$ cat config.mk
export PLATFORM = sky130hd
export DESIGN_NAME = wb_merge
export DESIGN_NICKNAME = d
export VERILOG_FILES = /design/src/rtl/wb_merge.sv
export SDC_FILE = /design/constraint.sdc
export NUM_CORES = 1
export LEC_CHECK = 0
export CORE_UTILIZATION = 45
export CTS_CLUSTER_SIZE = 8
export DETAILED_ROUTE_END_ITERATION = 16
export DONT_BUFFER_PORTS = 1
export GPL_TIMING_DRIVEN = 0
export SLEW_MARGIN = 40
export SYNTH_ARGS = -nofsm -noshare
export SYNTH_HDL_FRONTEND = slang
export SYNTH_SLANG_ARGS = --single-unit
$ cat constraint.sdc
create_clock -name clk -period 9.3 [get_ports clk]
set_clock_uncertainty 0.05 [all_clocks]
set_input_delay 0.93 -clock clk [delete_from_list [all_inputs] [get_ports clk]]
set_output_delay 0.93 -clock clk [all_outputs]
set_load 0.03 [all_outputs]
$ cat src/rtl/wb_merge.sv
`default_nettype none
// ============================================================================
//  Module   : wb_merge
//  Purpose  : Completion buffer and writeback merger. Each of NR_SRC result
//             sources feeds its own DEPTH-entry FIFO; a round-robin arbiter
//             drains one head entry per cycle into a registered writeback
//             port shared by the register file and the ROB.
//  Revision : 1.0  initial release
// ----------------------------------------------------------------------------
//  Ports
//    clk          in   clock, rising edge
//    rstn         in   asynchronous active-low reset
//    flush_i      in   drop every buffered result and the same-cycle traffic
//    src_valid_i  in   [NR_SRC]          per-source result valid
//    src_ready_o  out  [NR_SRC]          per-source FIFO has a free entry
//    src_id_i     in   [NR_SRC*ID_W]     packed ROB ids (source k at k*ID_W)
//    src_rd_i     in   [NR_SRC*RD_W]     packed destination registers
//    src_we_i     in   [NR_SRC]          result writes a register
//    src_data_i   in   [NR_SRC*DATA_W]   packed results
//    wb_valid_o   out  one cycle per completing result
//    wb_id_o      out  ROB id of completing result
//    wb_rd_o      out  destination register
//    wb_we_o      out  register-file write enable, low whenever wb_valid_o is low
//    wb_data_o    out  result value
//    busy_o       out  any FIFO non-empty or wb_valid_o high
// ============================================================================
module wb_merge #(
    parameter int NR_SRC = 3,
    parameter int DEPTH  = 2,
    parameter int ID_W   = 6,
    parameter int RD_W   = 5,
    parameter int DATA_W = 64
) (
    input  logic                       clk,
    input  logic                       rstn,
    input  logic                       flush_i,
    input  logic [NR_SRC-1:0]          src_valid_i,
    output logic [NR_SRC-1:0]          src_ready_o,
    input  logic [NR_SRC*ID_W-1:0]     src_id_i,
    input  logic [NR_SRC*RD_W-1:0]     src_rd_i,
    input  logic [NR_SRC-1:0]          src_we_i,
    input  logic [NR_SRC*DATA_W-1:0]   src_data_i,
    output logic                       wb_valid_o,
    output logic [ID_W-1:0]            wb_id_o,
    output logic [RD_W-1:0]            wb_rd_o,
    output logic                       wb_we_o,
    output logic [DATA_W-1:0]          wb_data_o,
    output logic                       busy_o
);

    localparam int c_PTR_W = (DEPTH > 1) ? $clog2(DEPTH) : 1;
    localparam int c_CNT_W = $clog2(DEPTH) + 1;
    localparam int c_SEL_W = $clog2(NR_SRC);
    // FIFO entry layout, MSB first: {id, rd, we, data}
    localparam int c_ENT_W = ID_W + RD_W + 1 + DATA_W;

    logic [NR_SRC-1:0]              w_push;
    logic [NR_SRC-1:0]              w_pop;
    logic [NR_SRC-1:0]              w_nonempty;
    logic [NR_SRC-1:0][c_ENT_W-1:0] w_head;

    logic [c_SEL_W-1:0]             r_rr;
    logic [c_SEL_W-1:0]             w_win;
    logic [c_SEL_W-1:0]             w_rr_next;
    logic                           w_found;
    logic [c_ENT_W-1:0]             w_win_ent;

    logic                           r_wb_valid;
    logic [ID_W-1:0]                r_wb_id;
    logic [RD_W-1:0]                r_wb_rd;
    logic                           r_wb_we;
    logic [DATA_W-1:0]              r_wb_data;

    function automatic logic [c_PTR_W-1:0] f_ptr_inc(input logic [c_PTR_W-1:0] p);
        return (p == c_PTR_W'(DEPTH - 1)) ? '0 : p + c_PTR_W'(1);
    endfunction

    // (base + off) mod NR_SRC for off < NR_SRC, done as one conditional
    // subtract so no divider is built for non-power-of-two source counts.
    function automatic logic [c_SEL_W-1:0] f_rr_add(input logic [c_SEL_W-1:0] base,
                                                    input int               off);
        int s;
        s = int'(base) + off;
        if (s >= NR_SRC) begin
            s = s - NR_SRC;
        end
        return c_SEL_W'(s);
    endfunction

    // ------------------------------------------------------------------------
    // Per-source FIFOs
    // ------------------------------------------------------------------------
    generate
        for (genvar k = 0; k < NR_SRC; k++) begin : g_src
            logic [c_ENT_W-1:0] r_mem [DEPTH];
            logic [c_PTR_W-1:0] r_wr_ptr;
            logic [c_PTR_W-1:0] r_rd_ptr;
            logic [c_CNT_W-1:0] r_cnt;

            // Ready looks only at the registered count, so a pop in the same
            // cycle never opens a slot combinationally.
            assign src_ready_o[k] = (r_cnt < c_CNT_W'(DEPTH));
            assign w_push[k]      = src_valid_i[k] & src_ready_o[k] & ~flush_i;
            assign w_pop[k]       = w_found & (w_win == c_SEL_W'(k)) & ~flush_i;
            assign w_nonempty[k]  = (r_cnt != '0);
            assign w_head[k]      = r_mem[r_rd_ptr];

            always_ff @(posedge clk) begin
                if (w_push[k]) begin
                    r_mem[r_wr_ptr] <= {src_id_i[k*ID_W +: ID_W],
                                        src_rd_i[k*RD_W +: RD_W],
                                        src_we_i[k],
                                        src_data_i[k*DATA_W +: DATA_W]};
                end
            end

            always_ff @(posedge clk or negedge rstn) begin
                if (!rstn) begin
                    r_wr_ptr <= '0;
                    r_rd_ptr <= '0;
                    r_cnt    <= '0;
                end else if (flush_i) begin
                    r_wr_ptr <= '0;
                    r_rd_ptr <= '0;
                    r_cnt    <= '0;
                end else begin
                    if (w_push[k]) begin
                        r_wr_ptr <= f_ptr_inc(r_wr_ptr);
                    end
                    if (w_pop[k]) begin
                        r_rd_ptr <= f_ptr_inc(r_rd_ptr);
                    end
                    if (w_push[k] && !w_pop[k]) begin
                        r_cnt <= r_cnt + c_CNT_W'(1);
                    end else if (!w_push[k] && w_pop[k]) begin
                        r_cnt <= r_cnt - c_CNT_W'(1);
                    end
                end
            end
        end
    endgenerate

    // ------------------------------------------------------------------------
    // Round-robin arbiter: first non-empty source at or after r_rr
    // ------------------------------------------------------------------------
    always_comb begin
        w_found = 1'b0;
        w_win   = '0;
        for (int i = 0; i < NR_SRC; i++) begin
            if (!w_found && w_nonempty[f_rr_add(r_rr, i)]) begin
                w_found = 1'b1;
                w_win   = f_rr_add(r_rr, i);
            end
        end
    end

    assign w_rr_next = (w_win == c_SEL_W'(NR_SRC - 1)) ? '0 : w_win + c_SEL_W'(1);
    assign w_win_ent = w_head[w_win];

    // ------------------------------------------------------------------------
    // Registered writeback port
    // ------------------------------------------------------------------------
    always_ff @(posedge clk or negedge rstn) begin
        if (!rstn) begin
            r_rr       <= '0;
            r_wb_valid <= 1'b0;
            r_wb_id    <= '0;
            r_wb_rd    <= '0;
            r_wb_we    <= 1'b0;
            r_wb_data  <= '0;
        end else if (flush_i) begin
            r_rr       <= '0;
            r_wb_valid <= 1'b0;
        end else if (w_found) begin
            r_rr       <= w_rr_next;
            r_wb_valid <= 1'b1;
            r_wb_id    <= w_win_ent[DATA_W+1+RD_W +: ID_W];
            r_wb_rd    <= w_win_ent[DATA_W+1 +: RD_W];
            r_wb_we    <= w_win_ent[DATA_W];
            r_wb_data  <= w_win_ent[DATA_W-1:0];
        end else begin
            // Payload fields keep their last value while idle.
            r_wb_valid <= 1'b0;
        end
    end

    assign wb_valid_o = r_wb_valid;
    assign wb_id_o    = r_wb_id;
    assign wb_rd_o    = r_wb_rd;
    assign wb_we_o    = r_wb_valid & r_wb_we;
    assign wb_data_o  = r_wb_data;
    assign busy_o     = (|w_nonempty) | r_wb_valid;

endmodule
`default_nettype wire
-- Yosys cells after proc, flatten, opt, wreduce, memory -nomap -nowiden
Memory sizes are Yosys's and may differ from the RTL's.
Index checks and enable logic that the tools add are counted.
- add/subtract/negate cells: 18
- $lt $le $gt $ge: 10
- equality and inequality tests: 2
- muxes and demuxes: 55
- bitwise operators: 15
- reductions and logical operators: 32
- operators with widths (kind ; count):
    $bmux W76 S2 ; 1
    $mux W76 ; 1
    $mux W2 ; 18
    $mux W1 ; 32
    $reduce_bool A2 Y1 ; 10
    $and A1 B1 Y1 ; 13
    $lt A2 B3 Y1 const B ; 4
    $reduce_bool A3 Y1 ; 3
    $add A2 B1 Y2 const B ; 4
    $logic_and A1 B1 Y1 ; 8
    $logic_not A1 Y1 ; 8
    $add A1 B1 Y1 const B ; 6
    $bmux W1 S2 ; 3
    $ge A3 B2 Y1 const B ; 2
    $lt A2 B2 Y1 const B ; 3
    $sub A2 B1 Y2 const B ; 3
    $sub A2 B2 Y2 const B ; 3
    $add A2 B1 Y3 const B ; 1
    $add A2 B2 Y3 const B ; 1
    $reduce_or A3 Y1 ; 1
    $eq A2 B1 Y1 const B ; 1
    $eq A2 B2 Y1 const B ; 1
    $ge A2 B2 Y1 const B ; 1
    $logic_not A2 Y1 ; 1
    other kinds (3) ; 3
- register bits: 91
- RAM bits: 456
- output and inout port bits: 81
- logic and storage cells: 150
- memories: 3
- memory list (name ; depth ; bits a word ; rd ports ; clocked after memory_dff ; wr ports ; line ; RTL):
    g_src[0].r_mem ; 2 ; 76 ; 1 ; 0 ; 1 ; 95 ; logic [c_ENT_W-1:0] r_mem [DEPTH];
    g_src[1].r_mem ; 2 ; 76 ; 1 ; 0 ; 1 ; 95 ;
    g_src[2].r_mem ; 2 ; 76 ; 1 ; 0 ; 1 ; 95 ;

-- Logic depth before layout (Yosys ltp)
- depth after elaboration: 18
- mapped depth: 10
- depth with buffers taken out: 7

-- Worst setup path after synthesis
No wires, ideal clock.
- path kind: input-to-reg
- start point: input flush_i
- end point: memory g_src[0].r_mem[1][0] (netlist name) (enable)
- setup time: 0.619 ns
- arrival time: 6.697 ns
- setup slack: 1.934 ns
- stages: 2
- path buffers: 1
- path through: clkbuf_1 > nor3b_1
- longest elaborated chain between the ends: 4
- ends and longest elaborated chain (what ; line ; RTL):
    start, declared ; 36 ; input logic flush_i,
    $not A1 Y1 (no line) ; -- ;
    $and A1 B1 Y1 ; 103 ; assign w_push[k] = src_valid_i[k] & src_ready_o[k] & ~flush_i;
    $mux W1 ; 109 ; if (w_push[k]) begin
    $mux W1 (implied by the code) ; 110 ; r_mem[r_wr_ptr] <= {src_id_i[k*ID_W +: ID_W],
    end, declared ; 95 ;
No other way between the ends.

-- Worst setup path after layout
- start point: register r_rr[0]
- end point: register r_wb_we
- longest elaborated chain between the ends: 13
- ends and longest elaborated chain (what ; line ; RTL):
    start, declared ; 62 ; logic [c_SEL_W-1:0] r_rr;
    start signal, assigned ; 175 ; r_rr <= w_rr_next;
    parallel branches: the longest is 13 deep, another holds $add A2 B1 Y3 ; -- ;
    end signal, assigned ; 179 ; r_wb_we <= w_win_ent[DATA_W];
    end, declared ; 71 ; logic r_wb_we;
Several ways; the timed one is not identified. The select of a mux whose other input is x is not followed.
A chain may end at the register's enable or synchronous reset.

==> flow_metrics.py <==
metrics = {
    "placed_design": {
        "port_buffers": 0,
        "dp_slack_ps": 5604,
        "gp_congestion": 0.7915,
        "dpl.hpwl_um": 40030,
    },
    "floorplanning": {
        "die_area_mm2": 0.04876,
        "die_height_um": 220.8,
        "rows": 79,
        "core_area_mm2": 0.04685,
        "start_util": 0.4599,
        "boundaryPins": 315,
        "chipWidth_um": 220.8,
    },
    "setup_path": {
        "r2r-start": "r_rr[0]",
        "regToRegEndpoint": "r_wb_we",
        "critical_path_required_ps": 9750,
        "crit_type": "reg -> reg",
        "endpoint_kind": "register",
        "start_kind": "register",
        "r2r_slack_ps": 5640,
        "path_max_fanout": 10,
        "cp-startpoint": "r_rr[0]",
        "r2r_cells": 10,
        "arrival_ps": 4100,
    },
    "grt": {
        "grtUsageTotal": 0.2324,
        "grt_overflow_total": 0,
        "grt_max_degree": 92,
        "grt_pass1_wl_um": 83350,
        "use_met1": 0.2836,
        "grt_pass1_vias": 13090,
        "antenna_found_initial": 3,
        "use_met2": 0.3802,
        "grt_use_met3": 0.07914,
        "top_usage_layer": "met2",
    },
    "synthesis": {
        "synth-seq-cells": 547,
        "synth.avg_cell_area_um2": 16.93,
        "synth_enable_flop_cells": 456,
        "yosys_warnings": 0,
        "synth.distinct_cells": 40,
        "async_flop_share": 0.1664,
        "netlist_area_mm2": 0.02155,
        "ys_seq_area_frac": 0.7412,
        "synthTopCellsByArea": "edfxtp_1 64%, dfrtp_1 11%, mux2i_1 7.1%",
        "yosysTopAreaCell": "edfxtp_1",
        "syn-num-nets": 1510,
        "synthFlopType": "edfxtp_1",
        "syn_inst": 1273,
        "synth_top_area_frac": 0.6355,
    },
    "hold_path": {
        "hold_class": "in -> async",
    },
    "timing": {
        "rsz0062_at_grt": "false",
        "period_needed_ps": 3657,
        "fmax_mhz": 273.4,
        "slew_violations": 0,
        "max_slew_margin": 0.4413,
        "fin_ws_ps": 5643,
        "hold_violations": 0,
        "finalSetupViolCount": 0,
        "timing.final.crit_share": 0.3932,
        "tightest_slew_ps": 838.0,
    },
    "power": {
        "worst_ir_drop_vdd_mv": 0.2370,
        "power_mw": 8.891,
        "power_density_mw_per_mm2": 353.0,
        "cellLeakagePower_nw": 8.292,
    },
    "layout": {
        "synthToLayoutAreaGrowth_pct": 16.89,
        "multiInputGateArea_mm2": 0.005199,
        "fin_nets": 1669,
        "layout_commonest_cell": "edfxtp_1",
        "ff_latch_area_mm2": 0.01597,
        "fillCellCount": 3817,
        "diodes": 0,
        "drive_gt1_frac": 0.1875,
        "final_cell_mix": "456 x edfxtp_1, 152 x mux2i_1, 121 x clkbuf_1",
    },
    "clock_network": {
        "cts-root-buf": "clkbuf_16",
        "cts_tree": "built",
        "cts_buffer_depth": 3,
        "htree_levels": 3,
        "postCtsSetupRepairBufs": 0,
        "clk_latency_ps": 610,
        "cts-resized-gates": 0,
        "cts.clk_slew.worst_paths_ps": 50,
        "clkSinkCount": 547,
        "numCtsBuffers": 78,
        "hold_buffers": 1,
    },
    "status": {
        "outcome": "complete, but fails checks",
        "violations": "design-rule violations",
    },
    "routing": {
        "viasPerCell": 5.772,
        "ant_nets": 0,
        "drc": 15,
        "post_drt_wl_per_cell_um": 26.53,
        "finalWirelength_um": 55710,
        "dr.pass1.iters": 11,
        "vias": 12120,
        "drt_iter0_markers": 826,
    },
    "run": {
        "maxCapViolations": 0,
    },
}
==> cell families after synthesis <==
| family | synth area share |
|---|---|
| fa+ha+maj | 0.002265 |
| simple gates | 0.02898 |
| buf+inv | 0.01974 |
| xor+xnor | 0.003252 |
| mux | 0.1103 |
| flops | 0.7412 |
| compound gates | 0.09425 |
==> stage by stage <==
step | setup TNS (ps) | cell area, um2 | hold WS [ps] | instances | utilization
2_1_floorplan | 0 | 21550 | 424.1 | 1273 | -
3_3_place_gp | -859160 | 22310 | 436.8 | 1880 | 0.4761
3_5_place_dp | 0 | 22870 | 443.4 | 1958 | 0.4882
4_1_cts | 0 | 25180 | 203.6 | 2100 | 0.5375
5_1_grt | 0 | 25190 | 240.1 | 2100 | 0.5375
6_report | 0 | 25190 | 209.1 | 2100 | 0.5375
==> registers in the layout, summed over array words and instances, names as in the netlist <==
name / cells
g_src.r_cnt: 6
g_src.r_mem: 456
g_src.r_rd_ptr: 3
g_src.r_wr_ptr: 3
r_rr: 2
r_wb_we: 1
wb_data_o: 64
wb_id_o: 6
wb_rd_o: 5
wb_valid_o: 1
==> layout make-up <==
class                      instances  share of cell area
buffer                           100             0.01620
clock buffer                     137             0.08922
clock inverter                     4            0.001391
inverter                           6           0.0008942
multi-input combinational        620              0.2064
sequential                       547              0.6341
tap                              607             0.03016
timing repair buffer              79             0.02161
==> critical path, stage by stage, from the launching register on <==
cell and delay, ps:
dfrtp_1 400, inv_1 90, ha_1 210, clkbuf_1 400, inv_1 170, o32ai_2 470, or2_2 230, clkbuf_2 430
clkbuf_1 590, a211oi_1 270, o22a_1 230
==> how the worst max path moves through the flow <==
stage,to,slack (ps)
floorplan,g_src[0].r_mem[1][0],1930
global placement,g_src[1].r_mem[1][5],-2500
detailed placement,wb_data_o[30],5600
CTS,wb_data_o[30],5590
global route,r_wb_we,5420
finish,r_wb_we,5640
==> power breakdown <==
group	leakage (nW)	switching, mW	total (mW)	internal [mW]
Clock	1.09	1.01	2.63	1.62
Sequential	5.21	0.545	3.60	3.05
Combinational	1.99	1.63	2.66	1.04
Total	8.29	3.18	8.89	5.71
==> routing by layer <==
layer	routed length, um	vias to the layer above
li1	-	5462
met3	4759	99
met5	32	-
met4	1689	4
met1	22350	6159
met2	26870	397
==> synthesized netlist by cell type, types with 2 or more instances <==
library cell / instances
edfxtp_1: 456
mux2i_1: 152
dfrtp_1: 91
nor3_1: 84
o31ai_1: 80
a211oi_1: 77
mux2_2: 76
o22a_1: 76
clkbuf_1: 70
buf_2: 22
nor2_1: 9
buf_1: 8
a21oi_1: 7
inv_1: 6
o21ai_0: 6
nand2_1: 5
nor3b_1: 5
or3_1: 5
xor2_1: 5
nand3_1: 4
ha_1: 3
o21a_1: 3
xnor2_1: 3
nor4_1: 2
o211ai_1: 2
or2_2: 2
Power figures use the tool's default switching activity.
